$ cat src/rtl/multicycle_control_fsm.sv
// Moore sequencer for the multi-cycle ARM datapath: shares one memory port and one ALU
// across FETCH/DECODE/execute phases and drives every datapath select and enable.
module multicycle_control_fsm #(
  parameter int CNT_W = 32
) (
  input  logic             clk,
  input  logic             reset_n,
  input  logic [1:0]       op,
  input  logic [5:0]       funct,
  input  logic [3:0]       cond,
  input  logic [3:0]       NZCV,
  input  logic             MemReady,
  output logic             MemReq,
  output logic             MemWrite,
  output logic             IRWrite,
  output logic             PCWrite,
  output logic             RegWrite,
  output logic             AdrSrc,
  output logic             ALUSrcA,
  output logic [1:0]       ALUSrcB,
  output logic [1:0]       ResultSrc,
  output logic [3:0]       ALUOp,
  output logic [1:0]       ImmSrc,
  output logic [1:0]       RegSrc,
  output logic             Svalue,
  output logic [3:0]       State,
  output logic [CNT_W-1:0] InstrCount
);

  typedef enum logic [3:0] {
    IDLE   = 4'd0,
    FETCH  = 4'd1,
    DECODE = 4'd2,
    MEMADR = 4'd3,
    MEMRD  = 4'd4,
    MEMWB  = 4'd5,
    MEMWR  = 4'd6,
    EXECR  = 4'd7,
    EXECI  = 4'd8,
    ALUWB  = 4'd9,
    BRANCH = 4'd10
  } state_t;

  state_t state, next_state;
  logic   cond_ex;
  logic   cond_true;
  logic   unused_flags;

  // Only Z participates in the supported condition codes.
  assign unused_flags = ^{NZCV[3], NZCV[1:0]};
  assign State        = state;

  always_comb begin
    unique case (cond)
      4'b0000: cond_true = NZCV[2];
      4'b0001: cond_true = ~NZCV[2];
      4'b1110: cond_true = 1'b1;
      default: cond_true = 1'b0;
    endcase
  end

  // NOTE: sequential state uses non-blocking assignments so every register samples
  // pre-edge values regardless of statement order.
  always_ff @(posedge clk or negedge reset_n) begin
    if (!reset_n) begin
      state      <= IDLE;
      cond_ex    <= 1'b0;
      InstrCount <= '0;
    end else begin
      state <= next_state;
      if (state == DECODE) cond_ex <= cond_true;
      if (next_state == FETCH && state != FETCH && state != IDLE)
        InstrCount <= InstrCount + 1'b1;
    end
  end

  always_comb begin
    // NOTE: every output gets a default first, so no path through the case leaves a
    // signal unassigned and no latch is inferred.
    next_state = IDLE;
    MemReq     = 1'b0;
    MemWrite   = 1'b0;
    IRWrite    = 1'b0;
    PCWrite    = 1'b0;
    RegWrite   = 1'b0;
    AdrSrc     = 1'b0;
    ALUSrcA    = 1'b0;
    ALUSrcB    = 2'b00;
    ResultSrc  = 2'b00;
    ALUOp      = 4'b0000;
    ImmSrc     = 2'b00;
    RegSrc     = 2'b00;
    Svalue     = 1'b0;

    if (state != IDLE) begin
      unique case (op)
        2'b01:   ImmSrc = 2'b01;
        2'b10: begin
          ImmSrc = 2'b10;
          RegSrc = 2'b01;
        end
        default: ;
      endcase
    end

    case (state)
      IDLE: next_state = FETCH;
      FETCH: begin
        MemReq     = 1'b1;
        ALUSrcA    = 1'b1;
        ALUSrcB    = 2'b10;
        ALUOp      = 4'b0100;
        ResultSrc  = 2'b10;
        IRWrite    = MemReady;
        PCWrite    = MemReady;
        next_state = MemReady ? DECODE : FETCH;
      end
      DECODE: begin
        if (!cond_true) next_state = FETCH;
        else begin
          unique case (op)
            2'b01:   next_state = MEMADR;
            2'b00:   next_state = funct[5] ? EXECI : EXECR;
            2'b10:   next_state = BRANCH;
            default: next_state = FETCH;
          endcase
        end
      end
      MEMADR: begin
        ALUSrcB    = 2'b01;
        ALUOp      = funct[3] ? 4'b0100 : 4'b0010;
        next_state = funct[0] ? MEMRD : MEMWR;
      end
      MEMRD: begin
        MemReq     = 1'b1;
        AdrSrc     = 1'b1;
        next_state = MemReady ? MEMWB : MEMRD;
      end
      MEMWB: begin
        ResultSrc  = 2'b01;
        RegWrite   = cond_ex;
        next_state = FETCH;
      end
      MEMWR: begin
        MemReq     = 1'b1;
        MemWrite   = 1'b1;
        AdrSrc     = 1'b1;
        next_state = MemReady ? FETCH : MEMWR;
      end
      EXECR, EXECI: begin
        ALUSrcB    = (state == EXECI) ? 2'b01 : 2'b00;
        ALUOp      = funct[4:1];
        Svalue     = funct[0] & cond_ex;
        next_state = ALUWB;
      end
      ALUWB: begin
        RegWrite   = cond_ex & (funct[4:1] != 4'b1010);
        next_state = FETCH;
      end
      BRANCH: begin
        ALUSrcB    = 2'b01;
        ALUOp      = 4'b0100;
        ResultSrc  = 2'b10;
        PCWrite    = cond_ex;
        next_state = FETCH;
      end
      default: next_state = IDLE;
    endcase
  end

endmodule

$ cat config.mk
export PLATFORM = sky130hd
export DESIGN_NAME = multicycle_control_fsm
export DESIGN_NICKNAME = d
export VERILOG_FILES = /design/src/rtl/multicycle_control_fsm.sv
export SDC_FILE = /design/constraint.sdc
export NUM_CORES = 1
export LEC_CHECK = 0
export CAP_MARGIN = 20
export CELL_PAD_IN_SITES_DETAIL_PLACEMENT = 2
export CELL_PAD_IN_SITES_GLOBAL_PLACEMENT = 2
export CORE_ASPECT_RATIO = 1.2
export CORE_MARGIN = 2
export CORE_UTILIZATION = 27
export CTS_CLUSTER_DIAMETER = 150
export DETAILED_ROUTE_END_ITERATION = 16
export PLACE_DENSITY_LB_ADDON = 0.1
export RECOVER_POWER = 50
export SYNTH_ARGS = -nofsm -noshare
export SYNTH_HDL_FRONTEND = slang
export SYNTH_SLANG_ARGS = --single-unit
$ cat constraint.sdc
create_clock -name clk -period 2.8 [get_ports clk]
set_input_delay 0.7 -clock clk [delete_from_list [all_inputs] [get_ports clk]]
set_output_delay 0.7 -clock clk [all_outputs]
set_load 0.1 [all_outputs]
==> run summary, run 1 <==
### Status
• result of the run: completed

### Power and ir drop
• overall power after layout: 0.00375 W
• share of power burned in registers: 0.201
• clock network fraction of design power: 0.131
• Gate power share: 0.668
• PwrDens: 1110 nW/µm²
• switching part of the total power: 0.560
• reported net switching power: 0.00210 W
• Pint: 0.00165 W
• Worst IR Drop VDD: 629 µV
• reported leakage power: 1.44 nW

### STA
• post-route worst setup slack: 80.1 ps
• number of failing setup endpoints in the final timing report: 0
• final critical-path required period: 2720 ps
• f_max: 368 MHz
• Max-Slew Margin vs Limit: 0.0386
• Hold Worst Slack: 468 ps
• pins over their slew limit: 0
• crit share post-route: 0.971
• measured slew at the worst slew-check pin: 1440 ps
• unrepaired setup endpoints after global routing: false
• setup skew after layout: 10.8 ps
• total count of hold-check failures in the final report: 0

### Yosys
• area of the mapped netlist: 2270 µm²
• most used flip-flop cell after synthesis: sky130_fd_sc_hd__dfrtp_1
• area share of and/or/nand/nor cells after synthesis: 0.304
• combinational family with the most area after synthesis: simple AND/OR/NAND/NOR gates
• top cell type's share of synthesized area: 0.408
• average footprint of a synthesized cell: 9.46 µm²
• top cell type by total area after synthesis: sky130_fd_sc_hd__dfrtp_1
• Compound-Gate Fraction of Synth Area: 0.0942
• adder and majority cell fraction of the synthesized area: 0.00551
• number of instances in the synthesized netlist: 240
• post-synthesis cell type count: 50
• Synth area leaders: sky130_fd_sc_hd__dfrtp_1 41%, sky130_fd_sc_hd__xor2_1 7.3%, sky130_fd_sc_hd__xnor2_1 5.0%, sky130_fd_sc_hd__nor4_2 4.4%, sky130_fd_sc_hd__nor2_1 3.8%
• Async SR Flop Fraction: 1.00
• flip-flop and latch count after synthesis: 37
• number of enable-type register cells in the synthesized netlist: 0
• fraction of the yosys area taken by sequential cells: 0.408
• Yosys Warn Count: 0
• xor and xnor fraction of the mapped netlist area: 0.123
• multiplexer share of the synthesized area: 0.00496
• Synth Net Count: 260

### Setup path
• worst-case reg-to-reg path depth: 9
• Slowest cell on crit path: sky130_fd_sc_hd__clkdlybuf4s50_1
• worst-path cell chain: clkdlybuf4s50_1 > inv_2 > nor4b_4 > o21ai_0 > and3_1 > buf_12
• RR Startpoint: State[3]$_DFF_PN0_
• stage delay of the slowest cell on the critical path: 510 ps
• Max FO, Critical Path: 2
• Top delay family on crit path: buffers and inverters
• category of the critical setup timing path: input pin to primary output
• signal arrival time at the worst endpoint: 2020 ps
• Worst setup SP type: input pin
• R2R Path End: InstrCount[17]$_DFFE_PN0P_
• register-to-register setup slack: 510 ps
• CP required: 2100 ps
• Buffers & Inverters on Critical Path: 3
• Worst setup startpoint: funct[2]
• endpoint class of the critical path: primary output

### Finish
• commonest cells after routing, fill and taps aside: 33 x sky130_fd_sc_hd__dfrtp_1, 30 x sky130_fd_sc_hd__clkbuf_1, 24 x sky130_fd_sc_hd__buf_4, 19 x sky130_fd_sc_hd__xor2_1
• share of final-layout standard cells stronger than drive strength 1: 0.283
• number of inserted diodes: 0
• synth-to-layout area growth: 48.9%
• utilization after layout: 0.415
• number of fillers in the final layout: 912
• most common cell after layout, fill and taps aside: sky130_fd_sc_hd__dfrtp_1
• combined area of the multi-input logic cells: 1350 µm²
• total area of sequential cells: 933 µm²
• final layout net count: 341

### Clock network
• buffers from clock root to sink, at most: 2
• deepest level of the CTS H-tree: 2
• number of clock sinks: 37
• worst skew pair latency: 290 ps
• root buffer cell: sky130_fd_sc_hd__clkbuf_8
• post-CTS setup buffer count: 0
• clock transition at the registers of the reported paths: 80 ps
• CTS tree: done
• CTS hold repair buffers: 0
• Inserted Clock Buffers: 5

### Global route
• antenna violations before repair: 0
• maximum number of pins on one net before global-route repair: 26
• number of global-route vias before repair: 2331
• global-route wire length before repair: 11900 µm
• all-layer global routing usage: 0.162
• total congestion overflow after global routing: 0

### Route
• DRT iter0 DRCs: 25
• Vias/cell: 4.73
• routed via count: 2064
• routed wire length per instance: 16.1 µm
• Routed Wire Length: 7040 µm
• first-pass iteration count of the detailed router: 4
• final antenna-violating net count: 0
• detailed-route DRC error count: 0

### Placed design
• I/O Buffers: 70
• final estimated routing congestion in global placement: 0.704
• half-perimeter wire length after detailed placement: 5320 µm
• worst slack at placement: -71.0 ps

### Floorplanning
• standard cell core area: 8150 µm²
• boundary pin count: 75
• Die Ht: 104 µm
• std cell rows: 36
• floorplan die width: 87.7 µm
• die area: 9160 µm²
• initial standard-cell utilization of the core: 0.279

### Hold path
• worst min-delay path category: flip-flop to flip-flop
• launch point of the worst hold path: InstrCount[31]$_DFFE_PN0P_
• cell depth of the worst hold path: 1
• end of the worst hold path: InstrCount[31]$_DFFE_PN0P_

### Flow run
• number of max-cap violations: 0

==> kinds of logic (layout without fill, tap and decap cells) <==
kind of cell | Yosys count | in the layout
and+or+nand+nor | 115 | 115
DFF | 37 | 37
xor gates and xnor gates | 32 | 32
AOI/OAI and AO/OA | 28 | 28
buffers and inverters | 25 | 107
adders and majority gates | 1 | 1
other | 1 | 1
muxes | 1 | 1
==> flip-flops by register name, summed over array words and instances (netlist names) <==
name,cells
InstrCount,32
State,4
cond_ex,1
==> how the worst max path moves through the flow <==
stage                                 endpoint  slack, ps  cells after the start
floorplan                            ImmSrc[0]          3                      3
global placement     InstrCount[1]$_DFFE_PN0P_        -20                      6
detailed placement  InstrCount[17]$_DFFE_PN0P_        -70                      9
finish                                RegWrite         80                      6
CTS                                   RegWrite         30                      6
global route                          RegWrite         10                      6
==> per-layer routing <==
| layer | share of wire | track usage | vias up |
|---|---|---|---|
| met2 | 0.55 | 0.300 | 40 |
| met1 | 0.41 | 0.191 | 1030 |
| li1 | - | - | 990 |
| met4 | 0.0072 | 0.0330 | 0 |
| met3 | 0.032 | 0.0286 | 4 |
| met5 | 0 | 0 | - |
==> synthesized netlist by cell type, drive strengths merged (2+ instances only) <==
cell / instances
nand4: 10
and4: 3
xor2: 19
nor3: 15
inv: 14
or2: 2
nand3: 8
nand2: 18
buf: 8
nor2: 23
o211ai: 2
o22ai: 2
o21ai: 7
nor2b: 7
nor4: 11
nand2b: 6
dfrtp: 37
xnor2: 13
clkbuf: 3
or3: 2
nor3b: 4
o21bai: 2
a21oi: 7
==> through the flow <==
step | std cells | instance area, µm² | TNS, ps
finish | 436 | 3380 | 0
global route | 436 | 3380 | 0
CTS | 436 | 3480 | 0
detailed placement | 428 | 3350 | -280
global placement | 428 | 3350 | -22.1
floorplan | 240 | 2400 | 0
==> repair_timing <==
action,4_1_cts,5_1_grt
pin swaps,0,1
gates resized for setup,2,2
setup endpoints to repair,4,1
==> cell type report <==
class                      instances  share of cell area
tap                              114              0.0422
inverter                          14              0.0155
sequential                        37               0.276
clock buffer                       7              0.0255
multi-input combinational        178               0.398
timing repair buffer              85               0.233
clock inverter                     1             0.00888
==> power by group through the flow <==
stage          combinational [W]  sequential (W)  clock, W
5_1_grt                  0.00260        0.000777  0.000531
2_1_floorplan            0.00146         0.00109         0
3_3_place_gp             0.00252        0.000767         0
4_1_cts                  0.00254        0.000759  0.000514
3_5_place_dp             0.00253        0.000765         0
6_report                 0.00251        0.000755  0.000490
Note: power is estimated with default switching activity, not from simulation.
==> run 2, diff against run 1 <==
--- a/config.mk
+++ b/config.mk
@@ -10,9 +10,10 @@
 export CELL_PAD_IN_SITES_GLOBAL_PLACEMENT = 2
 export CORE_ASPECT_RATIO = 1.2
 export CORE_MARGIN = 2
-export CORE_UTILIZATION = 27
+export CORE_UTILIZATION = 29
 export CTS_CLUSTER_DIAMETER = 150
 export DETAILED_ROUTE_END_ITERATION = 16
+export HOLD_SLACK_MARGIN = 0.02
 export PLACE_DENSITY_LB_ADDON = 0.1
 export RECOVER_POWER = 50
 export SYNTH_ARGS = -nofsm -noshare
==> constraint.sdc (replaced) <==
create_clock -name clk -period 3.25 [get_ports clk]
set_input_delay 0.8125 -clock clk [delete_from_list [all_inputs] [get_ports clk]]
set_output_delay 0.8125 -clock clk [all_outputs]
set_load 0.1 [all_outputs]
==> run 2 against run 1 <==
The flow now finishes with violations (max-capacitance violations, max-slew violations). Sequential share of layout area grew 2.4 points. Non-clock buffer count is 9 lower. Cell count fell by 7.1%. Worst hold slack got worse by 1.5 ps. Clock-buffer cell count grew 1. Global-route usage shrank 0.46 points. Via count down 2.6%. Combinational power shrank 24%. Critical path depth unchanged. Routed wire length fell by 8.5%. Clock power down 36%. Setup slack better by 210 ps. Critical path type unchanged.
==> run summary, run 2 (synthesis gave the netlist of run 1 again) <==
### STA
• measured slew at the worst slew-check pin: 2090 ps, +646 ps
• Max-Slew Margin vs Limit: -0.392, -0.430
• pins over their slew limit: 38, +38
• number of failing setup endpoints in the final timing report: 0, unchanged
• final critical-path required period: 2960 ps
• f_max: 338 MHz
• unrepaired setup endpoints after global routing: false
• setup skew after layout: 4.17 ps, -6.64 ps
• Hold Worst Slack: 467 ps, -1.51 ps
• total count of hold-check failures in the final report: 0, unchanged
• crit share post-route: 0.910
• post-route worst setup slack: 293 ps, +213 ps

### Floorplanning
• std cell rows: 35, -2.8%
• floorplan die width: 84.8 µm, -3.4%
• die area: 8560 µm², -6.6%
• initial standard-cell utilization of the core: 0.298, +0.0195
• standard cell core area: 7620 µm², -6.5%
• boundary pin count: 75, unchanged
• Die Ht: 101 µm, -3.4%

### Setup path
• Worst setup SP type: input pin
• category of the critical setup timing path: input pin to primary output
• Top delay family on crit path: buffers and inverters
• signal arrival time at the worst endpoint: 2140 ps, +120 ps
• Slowest cell on crit path: sky130_fd_sc_hd__clkdlybuf4s50_1
• Max FO, Critical Path: 5, +3
• worst-path cell chain: clkdlybuf4s50_1 > inv_1 > nor2_1 > a32oi_1 > nor2_1 > buf_12
• Buffers & Inverters on Critical Path: 3, unchanged
• CP required: 2440 ps, +340 ps
• stage delay of the slowest cell on the critical path: 580 ps, +70 ps
• most used cell along the critical path: sky130_fd_sc_hd__nor2_1
• endpoint class of the critical path: primary output

### Global route
• antenna violations before repair: 0, unchanged
• number of global-route vias before repair: 2195, -5.8%
• all-layer global routing usage: 0.158, -0.00458
• global-route wire length before repair: 10900 µm, -8.6%
• total congestion overflow after global routing: 0, unchanged
• maximum number of pins on one net before global-route repair: 38, +46%

### Clock network
• number of clock sinks: 37, unchanged
• clock transition at the registers of the reported paths: 70 ps, about the same
• post-CTS resize count: 0, -2
• worst skew pair latency: 290 ps, about the same
• CTS hold repair buffers: 0, unchanged
• CTS tree: done
• post-CTS setup buffer count: 0, unchanged
• deepest level of the CTS H-tree: 2, unchanged
• root buffer cell: sky130_fd_sc_hd__clkbuf_8
• Inserted Clock Buffers: 5, unchanged
• buffers from clock root to sink, at most: 2, unchanged

### Status
• result of the run: finished with violations
• violated checks: max-capacitance violations, max-slew violations

### Power and ir drop
• clock network fraction of design power: 0.110, -0.021
• Pint: 0.00117 W, -29%
• reported leakage power: 1.35 nW, -6.4%
• PwrDens: 930 nW/µm², -16%
• share of power burned in registers: 0.221, +0.020
• switching part of the total power: 0.594, +0.0348
• Gate power share: 0.670, +0.002
• reported net switching power: 0.00171 W, -19%
• Worst IR Drop VDD: 986 µV, +57%

### Route
• Vias/cell: 4.97, +4.9%
• DRT iter0 DRCs: 42, +68%
• routed wire length per instance: 15.9 µm, -1.5%
• routed via count: 2011, -2.6%
• final antenna-violating net count: 0, unchanged
• Routed Wire Length: 6440 µm, -8.5%
• detailed-route DRC error count: 0, unchanged
• first-pass iteration count of the detailed router: 4, unchanged

### Finish
• post-route cell area: 3090 µm², -8.6%
• final layout net count: 332, -2.6%
• total area of sequential cells: 926 µm², -0.80%
• share of final-layout standard cells stronger than drive strength 1: 0.198, -0.0845
• number of flip-flops under the largest register name: 32, unchanged
• number of standard cells in the layout, taps in and fillers out: 405, -7.1%
• most flop-heavy register: InstrCount
• combined area of the multi-input logic cells: 1250 µm², -7.0%
• most common cell after layout, fill and taps aside: sky130_fd_sc_hd__dfrtp_1
• synth-to-layout area growth: 36.1%
• number of inserted diodes: 0, unchanged
• number of fillers in the final layout: 868, -4.8%
• commonest cells after routing, fill and taps aside: 37 x sky130_fd_sc_hd__dfrtp_1, 31 x sky130_fd_sc_hd__clkbuf_1, 22 x sky130_fd_sc_hd__nor2_1, 21 x sky130_fd_sc_hd__buf_4, 19 x sky130_fd_sc_hd__xor2_1

### Placed design
• final estimated routing congestion in global placement: 0.720, +2.2%
• placed cell areas: 3110 µm², -7.1%
• half-perimeter wire length after detailed placement: 4960 µm, -6.7%
• worst slack at placement: 149 ps, +220 ps
• number of cells after detailed placement: 397, -7.2%
• I/O Buffers: 70, unchanged

### Hold path
• worst min-delay path category: flip-flop to flip-flop

### Flow run
• number of max-cap violations: 1, +1

[run 2: cell count changes in the layout (fill, tap and decap cells not counted), sizes merged]
cell	previous run	this run
buf	42	34
bufinv	1	0
[run 2: power by group through the flow]
stage / Clock, W / Combinational (W) / Sequential, W
2_1_floorplan: 0 / 0.00117 / 0.000931
3_3_place_gp: 0 / 0.00195 / 0.000648
3_5_place_dp: 0 / 0.00195 / 0.000646
4_1_cts: 0.000331 / 0.00196 / 0.000638
5_1_grt: 0.000347 / 0.00201 / 0.000654
6_report: 0.000315 / 0.00192 / 0.000635
[run 2: path summary, 6_finish.rpt]
kind,startpoint,to,slack (ps),cells after the start
worst max-delay path,MemReady,PCWrite,290,6
worst min-delay path,InstrCount[31]$_DFFE_PN0P_,InstrCount[31]$_DFFE_PN0P_,470,1
worst max register to register,State[0]$_DFF_PN0_,InstrCount[28]$_DFFE_PN0P_,810,7
worst min register to register,InstrCount[31]$_DFFE_PN0P_,InstrCount[31]$_DFFE_PN0P_,470,1
max in group asynchronous,reset_n,InstrCount[22]$_DFFE_PN0P_,940,1
min in group asynchronous,reset_n,InstrCount[12]$_DFFE_PN0P_,1120,1
[run 2: worst reg2reg max path: cells and delay by family (launching register included)]
family / cells / cell delay [ps]
AND/OR/NAND/NOR: 4 / 1210
XOR/XNOR: 1 / 180
AO/OA/AOI/OAI: 1 / 140
flip-flops: 1 / 610
buffers and inverters: 1 / 190
[run 2: layout make-up]
type	instances	share of cell area
timing repair buffer	76	0.215
inverter	14	0.0170
clock buffer	8	0.0259
multi-input combinational	178	0.406
tap	92	0.0372
sequential	37	0.300
[run 2: metrics by stage]
step                      TNS (ps)  power (W)   util
final                            0    0.00287  0.406
after global routing             0    0.00301  0.406
after CTS                        0    0.00293  0.419
after detailed placement         0    0.00260  0.409
after global placement           0    0.00260  0.409
after floorplan              -4470    0.00210      -
[run 2: layer usage]
layer  global-route usage  wire (µm)  share of wire
met1                0.189       2720           0.42
met3               0.0238        282          0.044
met4               0.0513         87          0.014
met2                0.288       3340           0.52
met5                    0          0              0
